`src/rtl/obstacle_pkg.sv`:
```
// Shared types and constants for the obstacle spawn scheduler.
// Gap values expand a random nibble with forced-one low bits.
package obstacle_pkg;

  typedef enum logic [1:0] {
    IDLE  = 2'd0,
    LOAD  = 2'd1,
    COUNT = 2'd2,
    REQ   = 2'd3
  } state_t;

  localparam int RND_W    = 4;
  localparam int LOW_ONES = 4;
  localparam int GAP_W    = RND_W + LOW_ONES;
  localparam int GAP_MIN  = 15;
  localparam int GAP_MAX  = 255;

  function automatic logic [GAP_W-1:0] gap_from_rnd(
    input logic [RND_W-1:0] r
  );
    return {r, {LOW_ONES{1'b1}}};
  endfunction

endpackage

```
`src/rtl/gap_down_counter.sv`:
```
// Loadable frame-gap down-counter with enable, sync clear and
// a flag marking the last frame before expiry.
module gap_down_counter #(
  parameter int W = 8
) (
  input  logic         clk,
  input  logic         reset,
  input  logic         clr,
  input  logic         load,
  input  logic [W-1:0] load_val,
  input  logic         en,
  output logic [W-1:0] cnt,
  output logic         is_one
);

  logic [W-1:0] cnt_q;
  logic [W-1:0] cnt_d;

  always_comb begin
    cnt_d = cnt_q;
    if (clr) begin
      cnt_d = '0;
    end else if (load) begin
      cnt_d = load_val;
    end else if (en && (cnt_q != '0)) begin
      cnt_d = cnt_q - 1'b1;
    end
  end

  always_ff @(posedge clk or posedge reset) begin
    if (reset) begin
      cnt_q <= '0;
    end else begin
      cnt_q <= cnt_d;
    end
  end

  assign cnt    = cnt_q;
  assign is_one = (cnt_q == W'(1));

endmodule

```
`src/rtl/obstacle_spawn_scheduler.sv`:
```
// Counts a random frame gap down, then requests an obstacle spawn
// over a valid/ready handshake while the game is running.
module obstacle_spawn_scheduler
  import obstacle_pkg::*;
#(
  parameter int RND_W    = obstacle_pkg::RND_W,
  parameter int LOW_ONES = obstacle_pkg::LOW_ONES,
  parameter int GAP_W    = RND_W + LOW_ONES,
  parameter int CNT_W    = 8
) (
  input  logic             clk,
  input  logic             reset,
  input  logic             run,
  input  logic             frame_tick,
  input  logic [RND_W-1:0] rnd,
  output logic             spawn_valid,
  input  logic             spawn_ready,
  output logic [1:0]       spawn_kind,
  output logic [GAP_W-1:0] gap_remaining,
  output logic [CNT_W-1:0] spawn_count
);

  state_t     state_q;
  state_t     state_d;
  logic       valid_q;
  logic       valid_d;
  logic [1:0] kind_q;
  logic [1:0] kind_d;

  logic [CNT_W-1:0] count_q;
  logic [CNT_W-1:0] count_d;

  logic             cnt_clr;
  logic             cnt_load;
  logic             cnt_en;
  logic             gap_is_one;
  logic [GAP_W-1:0] gap_q;
  logic [GAP_W-1:0] gap_load;
  logic             xfer;

  assign gap_load = {rnd, {LOW_ONES{1'b1}}};
  assign xfer     = valid_q & spawn_ready;

  gap_down_counter #(
    .W (GAP_W)
  ) u_gap (
    .clk      (clk),
    .reset    (reset),
    .clr      (cnt_clr),
    .load     (cnt_load),
    .load_val (gap_load),
    .en       (cnt_en),
    .cnt      (gap_q),
    .is_one   (gap_is_one)
  );

  // A handshake is counted even when run drops in the same cycle.
  always_comb begin
    state_d  = state_q;
    kind_d   = kind_q;
    count_d  = count_q;
    cnt_clr  = 1'b0;
    cnt_load = 1'b0;
    cnt_en   = 1'b0;
    if (xfer) begin
      count_d = count_q + 1'b1;
    end
    case (state_q)
      IDLE: begin
        cnt_clr = 1'b1;
        if (run) begin
          state_d = LOAD;
        end
      end
      LOAD: begin
        if (!run) begin
          state_d = IDLE;
          cnt_clr = 1'b1;
        end else begin
          cnt_load = 1'b1;
          kind_d   = rnd[1:0];
          state_d  = COUNT;
        end
      end
      COUNT: begin
        if (!run) begin
          state_d = IDLE;
          cnt_clr = 1'b1;
        end else if (frame_tick) begin
          cnt_en = 1'b1;
          if (gap_is_one) begin
            state_d = REQ;
          end
        end
      end
      REQ: begin
        if (!run) begin
          state_d = IDLE;
          cnt_clr = 1'b1;
        end else if (xfer) begin
          state_d = LOAD;
        end
      end
      default: begin
        state_d = IDLE;
        cnt_clr = 1'b1;
      end
    endcase
    valid_d = (state_d == REQ);
  end

  always_ff @(posedge clk or posedge reset) begin
    if (reset) begin
      state_q <= IDLE;
      valid_q <= 1'b0;
      kind_q  <= 2'd0;
      count_q <= '0;
    end else begin
      state_q <= state_d;
      valid_q <= valid_d;
      kind_q  <= kind_d;
      count_q <= count_d;
    end
  end

  assign spawn_valid   = valid_q;
  assign spawn_kind    = kind_q;
  assign gap_remaining = gap_q;
  assign spawn_count   = count_q;

endmodule

```
`config.mk`:
```
export PLATFORM = sky130hd
export DESIGN_NAME = obstacle_spawn_scheduler
export DESIGN_NICKNAME = d
export VERILOG_FILES = /design/src/rtl/obstacle_pkg.sv /design/src/rtl/gap_down_counter.sv /design/src/rtl/obstacle_spawn_scheduler.sv
export SDC_FILE = /design/constraint.sdc
export NUM_CORES = 1
export LEC_CHECK = 0
export ABC_AREA = 1
export CELL_PAD_IN_SITES_DETAIL_PLACEMENT = 0
export CELL_PAD_IN_SITES_GLOBAL_PLACEMENT = 1
export CORE_UTILIZATION = 35
export DETAILED_ROUTE_END_ITERATION = 12
export GPL_TIMING_DRIVEN = 0
export PLACE_DENSITY_LB_ADDON = 0.05
export SLEW_MARGIN = 30
export SYNTH_ARGS = -nofsm -noshare
export SYNTH_HDL_FRONTEND = slang
export SYNTH_SLANG_ARGS = --single-unit
```
`constraint.sdc`:
```
create_clock -name clk -period 1.8 [get_ports clk]
set_input_delay 0.54 -clock clk [delete_from_list [all_inputs] [get_ports clk]]
set_output_delay 0.54 -clock clk [all_outputs]
set_load 0.05 [all_outputs]
```
==> metrics.yaml, run 1 <==
clock_tree:
  htreeDepth: 1
  cts_hold_buf: 0
  cts_root_buf: "clkbuf_4"
  tritoncts: "yes"
  clkSinkCount: 21
  clk_path_buf_depth: 2
  cts_buffers: 3
  cts_setup_buffers: 0
  clk_latency_ns: 0.31
  path_clk_slew_ns: 0.13
global_route:
  grt_pass1_vias: 897
  antenna_found_initial: 0
  grt_pass1_wl_um: 4180
  grt_overflow: 0
  grt_max_degree: 22
  grt_use_total: 0.159
place:
  dp_slack_ns: -0.181
  place.gp.congestion: 0.761
  port_buffers: 27
  dp_hpwl_um: 1910
worst_setup_path:
  worst_setup_path_start_kind: "flop"
  worstPathCellList: "dlygate4sd2_1"
  reg2reg_depth: 7
  critical_path_arrival_ns: 1.20
  max_stage_delay_ns: 0.53
  critPathRequiredTime_ns: 1.26
  cp_num_cells: 1
  crit_slowest_cell: "dlygate4sd2_1"
  worstSetupPathType: "flop to primary output"
  cp-end-kind: "primary output"
  cp_top_family: "buffers and inverters"
  critical_path_buf_inv_count: 1
  cp_max_fo: 2
run_status:
  status: "complete, no violations"
sta:
  rsz0062_at_grt: "no"
  hold_viol_final: 0
  fin_skew_ns: 0.00867
  fin_crit_sh: 0.965
  slew_headroom: 0.465
  setup_viol: 0
  min_period_ns: 1.74
  fmax_mhz: 576
  hold_slack_ns: 0.498
  worstMarginPinSlew_ns: 0.801
  fin_ws_ns: 0.0626
  drv_slew: 0
synthesis:
  synth-seq-cells: 21
  synth.net_count: 163
  netlist_instances: 151
  avgSynthCellArea_sq_um: 7.81
  syn-cell-area_sq_um: 1180
  ys_seq_area_frac: 0.446
  synth_cell_types: 24
  yosysWarningCount: 0
floorplanning:
  fp.dieW_um: 60.0
  die_h_um: 60.0
  rows: 20
  dieArea_sq_um: 3600
  core_area_sq_um: 3130
  start_util: 0.377
  boundaryPins: 28
layout:
  num_antenna_cells: 0
  final_util: 0.486
  nNetsFinal: 195
  drive_gt1_frac: 0.165
  syn2layout_area_growth_pct: 29.1
power_and_ir_drop:
  power_density_nw_per_um2: 1190
  p_total_w: 0.00181
  power.leakage_nw: 0.788
  ir_drop_mv: 0.540
detailed_routing:
  drt-initial-drc-count: 48
  via_count: 1027
  detail-route-antenna-nets: 0
  viasPerCell: 4.54
  drc: 0
  routed_wl_um: 2640
  wl_per_cell_um: 11.7
  firstDrtPassIters: 4
min_path:
  min_path_cells: 2
  min_path_type: "flop to flop"
job:
  max-cap-violations: 0
-- what timing repair did --
| item | 4_1_cts | 5_1_grt |
|---|---|---|
| endpoints found under the setup margin | 19 | 11 |
| pin swaps | 0 | 1 |
| gates resized for setup | 42 | 12 |
-- cells in the mapped netlist, drive strengths merged --
cell type / instances / area, sq um
or2: 1 / 6.26
o21ai: 7 / 46.3
nand4: 3 / 18.8
ha: 3 / 37.5
dfrtp: 21 / 526
xor2: 6 / 52.6
nand2: 54 / 213
inv: 21 / 78.8
nor3: 2 / 10.0
xnor2: 1 / 8.76
nand3: 17 / 90.1
a31oi: 1 / 6.26
a21oi: 4 / 31.3
nor2: 9 / 46.3
o21bai: 1 / 7.51
-- path summary, 6_finish.rpt --
check / start / endpoint / slack, ns
worst max-delay path: spawn_valid / spawn_valid / 0.06
worst min-delay path: spawn_kind[0] / spawn_kind[0] / 0.50
worst max register to register: u_gap.cnt[0] / u_gap.cnt[7] / 0.14
worst min register to register: spawn_kind[0] / spawn_kind[0] / 0.50
max in group asynchronous: reset / u_gap.cnt[0] / 0.64
min in group asynchronous: reset / spawn_kind[1] / 0.66
-- cell families after synthesis --
kind of cell / Yosys count / synth area share
and+or+nand+nor: 86 / 0.326
buffers and inverters: 21 / 0.0669
DFF: 21 / 0.446
AOI/OAI and AO/OA: 13 / 0.0775
xor gates and xnor gates: 7 / 0.0520
adders and majority gates: 3 / 0.0319
-- per-layer routing --
layer  up-vias  routed length [um]  track usage
li1        538                   -            -
met4         0                  19       0.0598
met2        19                1130        0.235
met5         -                   0            0
met1       468                1400        0.231
met3         2                  92       0.0281
-- tightest hold or removal path, stage by stage (launching register included) --
cell and delay (ns):
dfrtp_1 0.37, nand2_1 0.05, nand2_1 0.06
-- layout make-up --
class                      instances  area (sq um)
fill                             319          1610
multi-input combinational        109           574
sequential                        21           526
timing repair buffer              27           260
inverter                          21          78.8
tap                               44          55.1
clock buffer                       3          22.5
clock inverter                     1          5.00
-- flip-flops by register name, summed over array words and instances (netlist names) --
name	cells
spawn_count	8
u_gap.cnt	8
spawn_valid	1
spawn_kind	2
state_q	2
-- layout by cell type (no fill, tap or decap), types with 2 or more instances in the layout --
cell type	count
a21oi_1	3
clkbuf_2	3
clkbuf_4	3
clkdlybuf4s15_1	4
clkdlybuf4s15_2	9
clkdlybuf4s50_1	8
dfrtp_1	21
ha_1	3
inv_1	18
inv_2	3
nand2_1	52
nand3_1	16
nand4_1	3
nor2_1	6
nor2_2	2
nor3_1	2
o21ai_0	3
o21ai_1	3
xor2_1	6
-- power breakdown --
part | switching [W] | leakage (nW) | internal (W)
clock network | 0.000154 | 0.0177 | 0.0000829
registers | 0.000114 | 0.274 | 0.000568
logic | 0.000626 | 0.496 | 0.000269
total | 0.000895 | 0.788 | 0.000920
-- stage by stage --
stage	TNS [ns]	cells	instance area (sq um)
floorplan	0	151	1180
global placement	-1.22	222	1500
detailed placement	-1.45	222	1500
CTS	0	226	1540
global route	0	226	1520
finish	0	226	1520
(Power assumes the default switching activity.)
==> run 2: changes to the inputs <==
Settings changed: CELL_PAD_IN_SITES_DETAIL_PLACEMENT 0 to 2, CELL_PAD_IN_SITES_GLOBAL_PLACEMENT 1 to 2, CORE_UTILIZATION 35 to 27.
==> run 2 against run 1 <==
Sequential cell count stayed put. Cell count up 3.5%. Clock skew shrank 0.0051 ns. Clock power increased by 40%. Critical path depth grew 6. Non-clock buffer count rose by 2. Wire length rose by 39%. Critical endpoint is now u_gap.cnt[5].
==> metrics.yaml, run 2 (same netlist as run 1, synthesis figures left out) <==
clock_tree:
  cts_root_buf: "clkbuf_8"  # was clkbuf_4
  cts_buffers: 3  # unchanged
  clk_latency_ns: 0.27  # was 0.31 ns
  htreeDepth: 1  # unchanged
  path_clk_slew_ns: 0.08  # was 0.13 ns
  tritoncts: "yes"  # unchanged
  clkSinkCount: 21  # unchanged
  clk_path_buf_depth: 2  # unchanged
  cts_hold_buf: 0  # unchanged
detailed_routing:
  via_count: 1129  # was 1027
  routed_wl_um: 3670  # was 2640 um
  detail-route-antenna-nets: 0  # unchanged
  wl_met1_um: 1690  # was 1400 um
  drc: 0  # unchanged
  route.met2.wl_um: 1800  # was 1130 um
  dr.max_layer_used: "met4"  # unchanged
  wl_per_cell_um: 15.7  # was 11.7 um
  firstDrtPassIters: 4  # unchanged
  viasPerCell: 4.82  # was 4.54
  met3_length_um: 133  # was 92 um
  drt-initial-drc-count: 40  # was 48
power_and_ir_drop:
  power.leakage_nw: 0.814  # was 0.788 nW
  ir_drop_mv: 0.376  # was 0.540 mV
  power_density_nw_per_um2: 1270  # was 1190 nW/um^2
sta:
  setup_viol: 0  # unchanged
  setup_tns_ns: 0  # unchanged
  slew_headroom: 0.449  # was 0.465
  hold_slack_ns: 0.481  # was 0.498 ns
  hold_viol_final: 0  # unchanged
  fin_crit_sh: 0.993  # was 0.965
  drv_slew: 0  # unchanged
  fmax_mhz: 560  # was 576 MHz
  min_period_ns: 1.79  # was 1.74 ns
  fin_skew_ns: 0.00361  # was 0.00867 ns
  rsz0062_at_grt: "yes"  # was no
  worstMarginPinSlew_ns: 0.821  # was 0.801 ns
  fin_ws_ns: 0.0130  # was 0.0626 ns
worst_setup_path:
  reg2reg_depth: 7  # unchanged
  regToRegSetupSlack_ns: 0.16  # was 0.14 ns
  critical_path_arrival_ns: 2.01  # was 1.20 ns
  cp_max_fo: 8  # was 2
  max_stage_delay_ns: 0.58  # was 0.53 ns
  critPathLaunch: "run"  # was spawn_valid
  worstSetupPathType: "primary input to flop"  # was flop to primary output
  cp-end-kind: "flop"  # was primary output
  critical_path_buf_inv_count: 1  # unchanged
  cp_top_family: "buffers and inverters"  # unchanged
  worstPathCellList: "clkdlybuf4s50_1, nand2_1, nor2_2, o21ai_4, a21oi_4, nand2_1, nand2_1"  # was dlygate4sd2_1
  r2r_start: "u_gap.cnt[0]"  # unchanged
  r2r-end: "u_gap.cnt[5]"  # was u_gap.cnt[7]
  crit_top_cell: "nand2_1"
  critPathRequiredTime_ns: 2.02  # was 1.26 ns
  worst_setup_path_start_kind: "primary input"  # was flop
  crit_slowest_cell: "clkdlybuf4s50_1"  # was dlygate4sd2_1
layout:
  nNetsFinal: 197  # was 195
  syn2layout_area_growth_pct: 30.0  # was 29.1%
  mostFrequentLayoutCells: "nand2_1, dfrtp_1, inv_1"  # unchanged
  final_common_cell: "nand2_1"  # unchanged
  final_util: 0.375  # was 0.486
  num_antenna_cells: 0  # unchanged
  drive_gt1_frac: 0.152  # was 0.165
  fin_cells: 234  # was 226
place:
  dp_slack_ns: -0.223  # was -0.181 ns
  dp_hpwl_um: 2640  # was 1910 um
  port_buffers: 27  # unchanged
  place.gp.congestion: 0.732  # was 0.761
  dp_cells: 228  # was 222
global_route:
  grt_overflow: 0  # unchanged
  antenna_found_initial: 0  # unchanged
  grt_pass1_vias: 1214  # was 897
  grt_max_degree: 22  # unchanged
  grt_pass1_wl_um: 5800  # was 4180 um
  grt_use_total: 0.173  # was 0.159
min_path:
  min_from: "spawn_kind[0]"  # unchanged
  min_path_type: "flop to flop"  # unchanged
  hold_path_end: "spawn_kind[0]"  # unchanged
  min_path_cells: 2  # unchanged
floorplanning:
  die_h_um: 68.1  # was 60.0 um
  rows: 23  # was 20
  fp.dieW_um: 68.1  # was 60.0 um
  dieArea_sq_um: 4630  # was 3600 sq um
  start_util: 0.288  # was 0.377
  boundaryPins: 28  # unchanged
  core_area_sq_um: 4090  # was 3130 sq um
run_status:
  status: "complete, no violations"  # unchanged
job:
  max-cap-violations: 0  # unchanged
## run 2: cell count changes in the layout (fill, tap and decap cells not counted), sizes merged
| cell | before | now |
|---|---|---|
| buf | 1 | 2 |
| clkbuf | 6 | 10 |
| clkdlybuf4s15 | 13 | 5 |
| clkdlybuf4s18 | 1 | 0 |
| clkinv | 1 | 2 |
| dlygate4sd2 | 1 | 7 |
| inv | 21 | 20 |
## run 2: area by class of cell
cell class              count  area, sq um
fillers                   474         2550
inverters                  21         78.8
clock buffers               3         41.3
clock inverters             1         5.00
multi-input cells         109          574
repair buffers             29          245
well taps                  50         62.6
flip-flops and latches     21          526
## run 2: worst max-delay path by stage
stage	end	slack (ns)	cells past startpoint
finish	u_gap.cnt[5]	0.01	7
global route	u_gap.cnt[4]	-0.08	7
CTS	gap_remaining[7]	0.009	1
detailed placement	u_gap.cnt[5]	-0.22	7
global placement	u_gap.cnt[5]	-0.20	7
floorplan	u_gap.cnt[2]	0.15	5
## run 2: per-stage QoR
| step | total power [W] | instance area, sq um |
|---|---|---|
| 4_1_cts | 0.00198 | 1550 |
| 2_1_floorplan | 0.00135 | 1180 |
| 3_5_place_dp | 0.00170 | 1510 |
| 6_report | 0.00195 | 1530 |
| 5_1_grt | 0.00208 | 1530 |
| 3_3_place_gp | 0.00165 | 1510 |
## run 2: worst register-to-register path: stages (launching register included)
cell,delay (ns)
dfrtp_1,0.44
inv_1,0.12
ha_1,0.30
nand2_4,0.10
o21ai_4,0.28
a21oi_4,0.15
nand2_1,0.10
nand2_1,0.05
## run 2: repair_timing
item | in CTS | in global routing
endpoints found under the setup margin | 19 | 19
resized for setup | 32 | 9
setup buffers | 0 | 2
pin swaps | 0 | 1
## run 2: per-layer routing
metal	GRT usage	vias to the layer above
met5	0	-
met2	0.284	21
li1	-	542
met3	0.0333	5
met4	0.0547	0
met1	0.227	561
## run 2: power breakdown
group | internal, W | switching (W) | leakage, nW
combinational | 0.000257 | 0.000673 | 0.514
clock | 0.000155 | 0.000176 | 0.0255
sequential | 0.000569 | 0.000117 | 0.274
total | 0.000981 | 0.000966 | 0.814
==> run 3: changes to the inputs <==
Settings changed: RECOVER_POWER from default to 100.
==> run 3 against run 2 <==
Critical path depth is the same. Worst hold slack stayed put. Clock power barely moved. Largest cell class unchanged. Largest power group unchanged.
==> metrics.yaml, run 3 (same netlist as run 1, synthesis figures left out) <==
layout:
  num_antenna_cells: 0  # unchanged
  final_util: 0.375  # unchanged
  fill_cells: 474  # unchanged
  drive_gt1_frac: 0.152  # unchanged
  mostFrequentLayoutCells: "nand2_1, dfrtp_1, inv_1"  # unchanged
  syn2layout_area_growth_pct: 30.0  # unchanged
  nNetsFinal: 197  # unchanged
  final_common_cell: "nand2_1"  # unchanged
  design_area_sq_um: 1530  # unchanged
sta:
  setup_viol: 0  # unchanged
  slew_headroom: 0.450  # was 0.449
  min_period_ns: 1.79  # about the same
  drv_slew: 0  # unchanged
  fin_ws_ns: 0.0130  # about the same
  fmax_mhz: 560  # about the same
  rsz0062_at_grt: "yes"  # unchanged
  fin_crit_sh: 0.993  # about the same
  fin_skew_ns: 0.00361  # unchanged
  worstMarginPinSlew_ns: 0.821  # about the same
  hold_viol_final: 0  # unchanged
  hold_slack_ns: 0.481  # unchanged
clock_tree:
  tritoncts: "yes"  # unchanged
  htreeDepth: 1  # unchanged
  clk_latency_ns: 0.27  # about the same
  cts_buffers: 3  # unchanged
  cts_root_buf: "clkbuf_8"  # unchanged
  clkSinkCount: 21  # unchanged
  path_clk_slew_ns: 0.08  # about the same
  clk_path_buf_depth: 2  # unchanged
worst_setup_path:
  regToRegSetupSlack_ns: 0.16  # about the same
  reg2reg_depth: 7  # unchanged
  worstSetupPathType: "primary input to flop"  # unchanged
  critPathLaunch: "run"  # unchanged
  crit_slowest_cell: "clkdlybuf4s50_1"  # unchanged
  cp-end-kind: "flop"  # unchanged
  cp_max_fo: 8  # unchanged
  cp_num_cells: 7  # unchanged
  worst_setup_path_start_kind: "primary input"  # unchanged
  cp_top_family: "buffers and inverters"  # unchanged
  critical_path_buf_inv_count: 1  # unchanged
  worstPathCellList: "clkdlybuf4s50_1, nand2_1, nor2_2, o21ai_4, a21oi_4, nand2_1, nand2_1"  # unchanged
  max_stage_delay_ns: 0.58  # about the same
  crit_top_cell: "nand2_1"  # unchanged
  critPathRequiredTime_ns: 2.02  # about the same
  r2r_start: "u_gap.cnt[0]"  # unchanged
  critical_path_arrival_ns: 2.01  # about the same
power_and_ir_drop:
  ir_drop_mv: 0.376  # about the same
  power_density_nw_per_um2: 1270  # about the same
  power.leakage_nw: 0.814  # about the same
run_status:
  status: "complete, no violations"  # unchanged
detailed_routing:
  drt-initial-drc-count: 40  # unchanged
  via_count: 1129  # unchanged
  detail-route-antenna-nets: 0  # unchanged
  firstDrtPassIters: 4  # unchanged
  routed_wl_um: 3670  # about the same
  wl_per_cell_um: 15.7  # about the same
  drc: 0  # unchanged
  viasPerCell: 4.82  # unchanged
global_route:
  grt_max_degree: 22  # unchanged
  grt_use_total: 0.173  # unchanged
  grt_pass1_wl_um: 5800  # unchanged
  grt_overflow: 0  # unchanged
  grt_pass1_vias: 1214  # unchanged
  antenna_found_initial: 0  # unchanged
floorplanning:
  die_h_um: 68.1  # unchanged
  core_area_sq_um: 4090  # unchanged
  dieArea_sq_um: 4630  # unchanged
  fp.dieW_um: 68.1  # unchanged
  boundaryPins: 28  # unchanged
  start_util: 0.288  # unchanged
  rows: 23  # unchanged
min_path:
  min_path_cells: 2  # unchanged
  min_from: "spawn_kind[0]"  # unchanged
  min_path_type: "flop to flop"  # unchanged
place:
  place_area_sq_um: 1510  # unchanged
  dp_hpwl_um: 2640  # unchanged
  port_buffers: 27  # unchanged
  dp_slack_ns: -0.223  # unchanged
  place.gp.congestion: 0.732  # unchanged
job:
  max-cap-violations: 0  # unchanged
-- run 3: worst min-delay path, stage by stage (launching register included) --
cell     delay, ns
dfrtp_1       0.35
nand2_1       0.05
nand2_1       0.05
-- run 3: final timing paths --
path                                       to
worst max-delay path             u_gap.cnt[5]
worst max register to register   u_gap.cnt[5]
worst min-delay path            spawn_kind[0]
min in group asynchronous       spawn_kind[1]
worst min register to register  spawn_kind[0]
max in group asynchronous         spawn_valid
-- run 3: metal layers --
| layer | global-route usage | wire (um) | part of all wire | vias up |
|---|---|---|---|---|
| met2 | 0.284 | 1800 | 0.49 | 21 |
| li1 | - | - | - | 542 |
| met4 | 0.0547 | 41 | 0.011 | 0 |
| met1 | 0.227 | 1690 | 0.46 | 561 |
| met5 | 0 | 0 | 0 | - |
| met3 | 0.0333 | 132 | 0.036 | 5 |
-- run 3: power breakdown --
group	switching, W	total, W	internal [W]	leakage, nW
combinational	0.000672	0.000928	0.000256	0.515
sequential	0.000117	0.000686	0.000569	0.274
clock	0.000176	0.000331	0.000155	0.0255
total	0.000966	0.00194	0.000979	0.814
-- run 3: layout make-up --
class | instances | area [sq um] | share of cell area
well taps | 50 | 62.6 | 0.0408
repair buffers | 29 | 245 | 0.160
multi-input cells | 109 | 574 | 0.375
clock inverters | 1 | 5.00 | 0.00327
clock buffers | 3 | 41.3 | 0.0269
inverters | 21 | 78.8 | 0.0514
flip-flops and latches | 21 | 526 | 0.343
-- run 3: per-stage QoR --
stage | total power (W) | TNS [ns] | cells
after global placement | 0.00165 | -1.49 | 228
after global routing | 0.00208 | -0.366 | 234
after CTS | 0.00198 | 0 | 232
after floorplan | 0.00135 | 0 | 151
after detailed placement | 0.00170 | -1.83 | 228
final | 0.00194 | 0 | 234
-- run 3: what timing repair did --
action,in CTS,in global routing
setup buffers,0,2
hold buffers,0,0
pin swaps,0,1
cloned,0,0
setup endpoints to repair,19,19
gates resized for setup,32,9
